<file path="config.mk">
export PLATFORM = sky130hd
export DESIGN_NAME = mac_vec_sequencer
export DESIGN_NICKNAME = d
export VERILOG_FILES = /design/src/rtl/mac_vec_sequencer.sv
export SDC_FILE = /design/constraint.sdc
export NUM_CORES = 1
export LEC_CHECK = 0
export CAP_MARGIN = 10
export CORE_MARGIN = 4
export CORE_UTILIZATION = 34
export CTS_BUF_LIST = sky130_fd_sc_hd__clkbuf_8
export DETAILED_ROUTE_END_ITERATION = 8
export PLACE_DENSITY = 0.88
export SLEW_MARGIN = 15
export SYNTH_ARGS = -nofsm -noshare
export SYNTH_HDL_FRONTEND = slang
export SYNTH_SLANG_ARGS = --single-unit
export TNS_END_PERCENT = 20
</file>
<file path="constraint.sdc">
create_clock -name clk -period 2.7 [get_ports clk]
set_clock_uncertainty 0.2 [all_clocks]
set_input_delay 0.675 -clock clk [delete_from_list [all_inputs] [get_ports clk]]
set_output_delay 0.675 -clock clk [all_outputs]
set_load 0.01 [all_outputs]
</file>
<file path="src/rtl/mac_vec_sequencer.sv">
// ============================================================================
//  Module      : mac_vec_sequencer
//  Description : Initiator side of the mac_cell operand interface. Accepts a
//                stream of (a,b) operand beats over valid/ready, drives one
//                external mac_cell and chains its acc_out back into acc_in.
//                Emits one dot-product result per vector over valid/ready.
//
//  Ports
//    clk          in   1      clock, all state updates on rising edge
//    rst          in   1      synchronous reset, active low (0 = reset)
//    in_valid     in   1      operand beat valid
//    in_ready     out  1      sequencer can accept a beat
//    in_a         in   A_W    operand a
//    in_b         in   A_W    operand b
//    in_last      in   1      beat is the final element of the vector
//    mac_a        out  A_W    to mac_cell.a (registered)
//    mac_b        out  A_W    to mac_cell.b (registered)
//    mac_acc_in   out  ACC_W  to mac_cell.acc_in (combinational mux)
//    mac_acc_out  in   ACC_W  from mac_cell.acc_out
//    res_valid    out  1      result valid (registered)
//    res_ready    in   1      result consumer ready
//    res_data     out  ACC_W  dot product (mac_acc_out while res_valid)
//    res_count    out  CNT_W  accepted elements in the vector, saturating
//
//  Revision    : 1.0  initial release
// ============================================================================
`default_nettype none

module mac_vec_sequencer #(
    parameter int A_W   = 16,
    parameter int ACC_W = 32,
    parameter int CNT_W = 8
) (
    input  logic             clk,
    input  logic             rst,
    input  logic             in_valid,
    output logic             in_ready,
    input  logic [A_W-1:0]   in_a,
    input  logic [A_W-1:0]   in_b,
    input  logic             in_last,
    output logic [A_W-1:0]   mac_a,
    output logic [A_W-1:0]   mac_b,
    output logic [ACC_W-1:0] mac_acc_in,
    input  logic [ACC_W-1:0] mac_acc_out,
    output logic             res_valid,
    input  logic             res_ready,
    output logic [ACC_W-1:0] res_data,
    output logic [CNT_W-1:0] res_count
);

    typedef enum logic [1:0] {
        S_ACCUM  = 2'd0,
        S_DRAIN  = 2'd1,
        S_RESULT = 2'd2
    } state_t;

    localparam logic [CNT_W-1:0] c_CNT_MAX = {CNT_W{1'b1}};

    state_t           r_state;
    state_t           w_state_nxt;
    logic             r_first;      // next presented element starts a new sum
    logic             r_issued;     // a beat is on mac_a/mac_b this cycle
    logic             r_res_valid;
    logic [A_W-1:0]   r_mac_a;
    logic [A_W-1:0]   r_mac_b;
    logic [CNT_W-1:0] r_count;
    logic             w_in_ready;
    logic             w_accept;
    logic             w_res_take;

    // Next-state and handshake decode. in_ready is gated by rst directly so
    // that nothing is accepted while reset is held.
    always_comb begin
        w_state_nxt = r_state;
        w_in_ready  = 1'b0;
        case (r_state)
            S_ACCUM: begin
                w_in_ready = rst;
                if (in_valid && rst && in_last) begin
                    w_state_nxt = S_DRAIN;
                end
            end
            S_DRAIN: begin
                w_state_nxt = S_RESULT;
            end
            S_RESULT: begin
                if (res_ready) begin
                    w_state_nxt = S_ACCUM;
                end
            end
            default: begin
                w_state_nxt = S_ACCUM;
            end
        endcase
    end

    assign w_accept   = in_valid && w_in_ready;
    assign w_res_take = (r_state == S_RESULT) && res_ready;

    always_ff @(posedge clk) begin
        if (!rst) begin
            r_state     <= S_ACCUM;
            r_first     <= 1'b1;
            r_issued    <= 1'b0;
            r_res_valid <= 1'b0;
            r_mac_a     <= '0;
            r_mac_b     <= '0;
            r_count     <= '0;
        end else begin
            r_state     <= w_state_nxt;
            r_res_valid <= (w_state_nxt == S_RESULT);
            r_issued    <= w_accept;

            // Non-accept cycles present zero operands, so the MAC just
            // recirculates its sum.
            if (w_accept) begin
                r_mac_a <= in_a;
                r_mac_b <= in_b;
                if (r_count != c_CNT_MAX) begin
                    r_count <= r_count + 1'b1;
                end
            end else begin
                r_mac_a <= '0;
                r_mac_b <= '0;
            end

            // first stays set through the cycle the first element sits on
            // the MAC inputs, so that element is added to zero rather than
            // to whatever acc_out held from the previous vector.
            if (w_res_take) begin
                r_first <= 1'b1;
                r_count <= '0;
            end else if (r_issued) begin
                r_first <= 1'b0;
            end
        end
    end

    assign in_ready   = w_in_ready;
    assign mac_a      = r_mac_a;
    assign mac_b      = r_mac_b;
    assign mac_acc_in = r_first ? '0 : mac_acc_out;
    assign res_valid  = r_res_valid;
    assign res_data   = mac_acc_out;
    assign res_count  = r_count;

endmodule

`default_nettype wire

</file>
## Word level (Yosys, flattened, before mapping)

Cells that the tools add are included.
W data, S select, Z words.

- Output and inout bits: 106
- Input bits: 69
- Bits in registers: 45
- Logic and storage cells: 26

- Equal/unequal tests: 4
- Bitwise gates (word level): 1
- Reductions and logical operators: 8
- Multiplexer cells: 5
- $add $sub $neg: 1

Operators with widths:

| cell | number |
|---|---|
| $mux W32 | 1 |
| $add A8 B1 Y8 const B | 1 |
| $ne A8 B8 Y1 const B | 1 |
| $pmux W2 S3 | 1 |
| $eq A2 B2 Y1 const B | 2 |
| $logic_and A1 B1 Y1 | 4 |
| $mux W2 | 2 |
| $reduce_and A2 Y1 | 2 |
| $eq A2 B1 Y1 const B | 1 |
| $logic_not A2 Y1 | 1 |
| $reduce_or A2 Y1 | 1 |
| $mux W1 | 1 |
| $not A1 Y1 | 1 |

## Longest topological paths before layout

Gate-level depths: netlist of the first run.

- Depth after elaboration: 5
- Mapped depth: 4
- Mapped depth without buffers: 4

## Worst setup path after synthesis of the first run

Ideal clock, no wire load.

- Path type: input to output
- Start point: input rst
- End point: output in_ready
- Required time: 1.825 ns
- Stages: 2
- Setup slack: 0.566 ns
- Path buffers: 1
- Arrival: 1.259 ns
- Cell sequence: clkbuf_1 nor3b_1

- Cells in the longest elaborated chain, start to end: 1

Ends and longest elaborated chain:

| element | line | source |
|---|---|---|
| from (decl) | 35 | `input logic rst,` |
| $mux W1 | 76 | `case (r_state)` |
| to (decl) | 37 | `output logic in_ready,` |

Every way passes these cells.

## Final worst setup path of the first run

- Start point: input mac_acc_out[13]
- End point: output res_data[13]

RTL lines:

| element | line | source |
|---|---|---|
| from (decl) | 44 | `input logic [ACC_W-1:0] mac_acc_out,` |
| to (decl) | 47 | `output logic [ACC_W-1:0] res_data,` |

No word-level cell between the ends.

==> flow_summary.yaml, run 1 <==
routing:
  firstDrtPassIters: 3
  ant_nets: 0
  post-route-drc-count: 0
  wire_per_inst_um: 14.1
  vias_per_cell: 4.31
  num_vias: 1772
  drt_iter0_markers: 78
  wl_um: 5810
power:
  vdd_drop_max_mv: 0.371
  power_mw: 1.48
  p_leak_nw: 1.74
  powerDensity_mw_per_mm2: 408
global_route:
  gr-usage-met3: 0.0575
  grtUsageMet2: 0.310
  grt_pass1_wl_um: 8750
  grt.busiest_layer: "met2"
  grt_max_degree: 25
  grt_pass1_vias: 1677
  grt.overflow.total: 0
  antenna_found_initial: 0
  grt_usage: 0.156
  met1_usage: 0.143
synthesis:
  netlist_area_mm2: 0.00192
  yosys-top-cells-area: "dfxtp_1 (47%), buf_4 (13%), and2_1 (11%), nor2b_1 (11%), mux2i_1 (2.6%)"
  yosys.area.top_type: "dfxtp_1"
  syn_area_per_cell_um2: 9.90
  synth.net_count: 264
  netlist_instances: 194
  synth.distinct_cells: 30
  synth-seq-area-share: 0.469
  ys_seq_elements: 45
  yosysWarnings: 0
  synth_top_cell_area_share: 0.469
floorplanning:
  dieArea_mm2: 0.00692
  initial_utilization: 0.349
  die_y_um: 83.2
  pin_count: 175
  fp-row-count: 27
  core_mm2: 0.00551
  fp.dieW_um: 83.2
clock_tree:
  path_clk_slew_ns: 0.09
  cts_hold_buffers: 0
  postCtsSetupRepairBufs: 0
  cts_buffers: 5
  root_buffer: "clkbuf_8"
  cts_tree: "built"
  clkLatencyLatePin_ns: 0.29
  clock_sinks: 45
  cts_buffer_depth: 2
  htreeDepth: 2
critical_path:
  worst-path-buf-inv: 2
  worstPathCellList: "clkdlybuf4s50_1, clkdlybuf4s50_1"
  cp-start-kind: "primary input"
  critPathSlowestCell: "clkdlybuf4s50_1"
  critical_path_class: "primary input to output port"
  rrSetupSlack_ns: 1.00
  critical-path-top-delay-family: "buffers and inverters"
  crit_top_cell: "clkdlybuf4s50_1"
  endpoint_kind: "output port"
  path_depth: 2
  r2r_cells: 4
  crit_fanout: 2
  max_stage_delay_ns: 0.58
  cp.arrival_ns: 1.73
  required_ns: 1.82
timing:
  tightestPinTransition_ns: 0.476
  hold_viol: 0
  slew_headroom: 0.682
  setup_viol: 0
  rsz0062_at_grt: "no"
  period_needed_ns: 2.60
  maxSlewViolCount: 0
  tns_ns: 0
  fmax_mhz: 384
  whs_ns: 0.303
  post-route-period-util: 0.964
flow_run:
  maxCapViolations: 0
cells_and_area:
  drive_gt1_frac: 0.0472
  areaGrowthSynthToFinish_pct: 88.5
  diodes: 0
  fin_nets: 408
min_path:
  hold_path.class: "flip-flop to flip-flop"
  worstHoldPathCells: 2
run_status:
  status: "completed"
place:
  post-dp-hpwl_um: 4740
  numPortBuffers: 174
  place_congestion: 0.783
-- Yosys cell counts --
master	instances
nand4_1	2
o21ai_2	1
and2_1	34
o211ai_1	2
buf_4	32
inv_1	1
nand2_1	1
mux2_2	1
and4bb_4	1
and4b_1	1
ha_1	1
mux2i_1	5
buf_2	1
a31oi_1	2
nor3b_1	1
nand3_1	7
clkbuf_1	6
a211oi_2	1
and4_1	2
a21oi_1	1
nand2b_1	2
and3_1	4
dfxtp_1	45
nor2b_1	34
a41oi_2	1
a211oi_1	1
nor2_1	1
nor3_1	1
buf_8	1
nand3b_1	1
-- kinds of logic (layout without fill, tap and decap cells) --
kind of cell	Yosys count	in the layout	synth area share
AND/OR/NAND/NOR	92	92	0.303
flip-flops	45	45	0.469
buffers and inverters	41	186	0.149
AO/OA/AOI/OAI	9	9	0.0404
multiplexers	6	6	0.0319
adder cells (fa/ha/maj)	1	1	0.00651
-- routing by layer --
layer / vias to the layer above / routed length, um
li1: 892 / -
met1: 792 / 2000
met2: 83 / 3210
met3: 5 / 528
met4: 0 / 65
met5: - / 0
-- worst paths after layout --
| check | start | to |
|---|---|---|
| worst min register to register | r_issued | r_first |
| worst min-delay path | r_issued | r_first |
| worst max register to register | res_count[0] | res_count[1] |
| worst max-delay path | mac_acc_out[13] | res_data[13] |
-- layout make-up --
type	instances	area [um2]
clock buffer	5	68.8
clock inverter	3	21.3
fill	448	1890
inverter	1	3.75
multi-input combinational	108	733
sequential	45	901
tap	72	90.1
timing repair buffer	177	1800
-- stage by stage --
| stage | setup slack, ns | instance area, um2 | util | std cells |
|---|---|---|---|---|
| after global placement | -0.0639 | 3500 | 0.636 | 403 |
| after detailed placement | -0.0670 | 3500 | 0.636 | 403 |
| final | 0.0961 | 3620 | 0.658 | 411 |
| after CTS | 0.000558 | 3580 | 0.649 | 411 |
| after global routing | 0.0555 | 3620 | 0.658 | 411 |
| after floorplan | 0.566 | 1920 | - | 194 |
-- cell usage in the layout, fill, tap and decap left out, drive strengths merged, types with 3 or more instances in the layout --
cell,Yosys,layout
and2,34,34
and3,4,4
buf,34,3
clkbuf,6,5
clkdlybuf4s50,0,141
dfxtp,45,45
dlygate4sd2,0,15
dlymetal6s2s,0,18
mux2i,5,5
nand3,7,7
nor2b,34,34
-- flip-flops by register name, indices dropped and copies added (netlist names) --
signal and flops:
r_issued 1, res_valid 1, r_first 1, res_count 8, mac_b 16, r_state 2, mac_a 16
-- power breakdown --
| group | switching (mW) | leakage (nW) | internal (mW) |
|---|---|---|---|
| clock | 0.237 | 0.0445 | 0.184 |
| sequential | 0.0165 | 0.368 | 0.691 |
| combinational | 0.118 | 1.33 | 0.229 |
-- timing repair --
action / CTS / global route
hold endpoints to repair: 0 / 0
gates resized for setup: 15 / 18
setup endpoints to repair: 15 / 18
Note: power is estimated with default switching activity, not from simulation.
==> run 2: changes to the inputs <==
--- a/config.mk
+++ b/config.mk
@@ -6,11 +6,15 @@
 export NUM_CORES = 1
 export LEC_CHECK = 0
 export CAP_MARGIN = 10
+export CELL_PAD_IN_SITES_DETAIL_PLACEMENT = 1
+export CELL_PAD_IN_SITES_GLOBAL_PLACEMENT = 2
 export CORE_MARGIN = 4
-export CORE_UTILIZATION = 34
+export CORE_UTILIZATION = 17
 export CTS_BUF_LIST = sky130_fd_sc_hd__clkbuf_8
 export DETAILED_ROUTE_END_ITERATION = 8
-export PLACE_DENSITY = 0.88
+export HOLD_SLACK_MARGIN = 0.15
+export PLACE_DENSITY_LB_ADDON = 0.1
+export SKIP_CTS_REPAIR_TIMING = 1
 export SLEW_MARGIN = 15
 export SYNTH_ARGS = -nofsm -noshare
 export SYNTH_HDL_FRONTEND = slang
==> run 2 against run 1 <==
- register-to-register slack lost 0.04 ns
- count of clock-buffer cells in the layout is the same
- sequential power is essentially flat
- total power is essentially flat
- non-clock buffer count grew 5
- final cell count grew 18%
- critical path depth grew 1
- first-iteration DRC count shrank 45%
- setup slack lost 0.045 ns
- sequential share of layout area shrank 1.1 points
- die area grew 89%
==> flow_summary.yaml, run 2 (synthesized netlist as in run 1, its figures left out) <==
run_status:
  status: "completed"
clock_tree:
  cts_buffers: 5
  htreeDepth: 2
  clock_sinks: 45
  clkLatencyLatePin_ns: 0.29
  cts_tree: "built"
  cts_buffer_depth: 2
  root_buffer: "clkbuf_8"
  path_clk_slew_ns: 0.08
routing:
  drt_iter0_markers: 43
  wire_per_inst_um: 13.8
  vias_per_cell: 3.80
  ant_nets: 0
  post-route-drc-count: 0
  firstDrtPassIters: 4
  num_vias: 1840
  wl_um: 6660
critical_path:
  r2r_cells: 4
  required_ns: 1.82
  crit_fanout: 2
  rrSetupSlack_ns: 0.96
  r2r_end: "res_count[1]"
  cp.arrival_ns: 1.77
  cp-start-kind: "primary input"
  critical_path_class: "primary input to output port"
  endpoint_kind: "output port"
  r2r-start: "res_count[0]"
  crit_top_cell: "clkdlybuf4s50_1"
  critPathSlowestCell: "clkdlybuf4s50_1"
  max_stage_delay_ns: 0.53
  worstPathCellList: "clkdlybuf4s50_1, buf_4, clkdlybuf4s50_1"
cells_and_area:
  layout_commonest_cell: "clkdlybuf4s50_1"
  instances_no_fill: 484
  areaGrowthSynthToFinish_pct: 96.9
  fin_nets: 413
  final_area_mm2: 0.00378
  diodes: 0
  drive_gt1_frac: 0.0610
  final_cell_mix: "clkdlybuf4s50_1 (140), dfxtp_1 (45), nor2b_1 (34), and2_1 (34), dlymetal6s2s_1 (33)"
timing:
  slew_headroom: 0.781
  tightestPinTransition_ns: 0.328
  setup_viol: 0
  fmax_mhz: 378
  rsz0062_at_grt: "no"
  whs_ns: 0.290
  hold_viol: 0
  post-route-period-util: 0.981
  period_needed_ns: 2.65
  setup_slack_ns: 0.0515
  maxSlewViolCount: 0
global_route:
  grt_usage: 0.0963
  grt_pass1_vias: 1854
  grt_pass1_wl_um: 9940
  grt_max_degree: 33
  grt.overflow.total: 0
  antenna_found_initial: 0
min_path:
  min_to: "r_first"
  hold_path.class: "flip-flop to flip-flop"
  worstHoldPathCells: 2
  hp-start: "r_first"
floorplanning:
  core_mm2: 0.0109
  fp.dieW_um: 114
  die_y_um: 114
  pin_count: 175
  fp-row-count: 38
  initial_utilization: 0.176
  dieArea_mm2: 0.0131
power:
  p_leak_nw: 1.95
  vdd_drop_max_mv: 0.180
  power_mw: 1.48
  powerDensity_mw_per_mm2: 390
place:
  place_area_mm2: 0.00361
  place_congestion: 0.749
  post-dp-hpwl_um: 5500
  pre_cts_slack_ns: -0.0864
  numPortBuffers: 174
  dp_cells: 476
flow_run:
  maxCapViolations: 0
## run 2: through the flow
step / utilization / setup TNS (ns)
floorplan: - / 0
global placement: 0.331 / -0.141
detailed placement: 0.331 / -0.335
CTS: 0.339 / -0.371
global route: 0.346 / 0
finish: 0.346 / 0
## run 2: layout make-up
cell class / count / area, um2
fill: 1245 / 7150
tap: 140 / 175
clock inverter: 3 / 18.8
inverter: 1 / 3.75
sequential: 45 / 901
clock buffer: 5 / 68.8
timing repair buffer: 182 / 1880
multi-input combinational: 108 / 733
## run 2: metal layers
metal	part of all wire	wire length, um	up-vias	GRT usage
li1	-	-	891	-
met5	0	0	-	0
met2	0.47	3120	117	0.164
met4	0.0069	46	0	0.0214
met3	0.16	1040	6	0.0624
met1	0.37	2450	826	0.0999
## run 2: how the worst max path moves through the flow
stage                         start            to
floorplan                       rst      in_ready
global placement                rst      in_ready
detailed placement              rst      in_ready
CTS                             rst      in_ready
global route        mac_acc_out[17]  res_data[17]
finish              mac_acc_out[17]  res_data[17]
## run 2: power by group
group	internal [mW]	switching, mW	leakage [nW]
clock network	0.179	0.233	0.0416
logic	0.235	0.124	1.54
registers	0.691	0.0134	0.368
## run 2: worst max-delay path: cells and delay by family
family / cells / cell delay, ns
buffers and inverters: 3 / 1.10
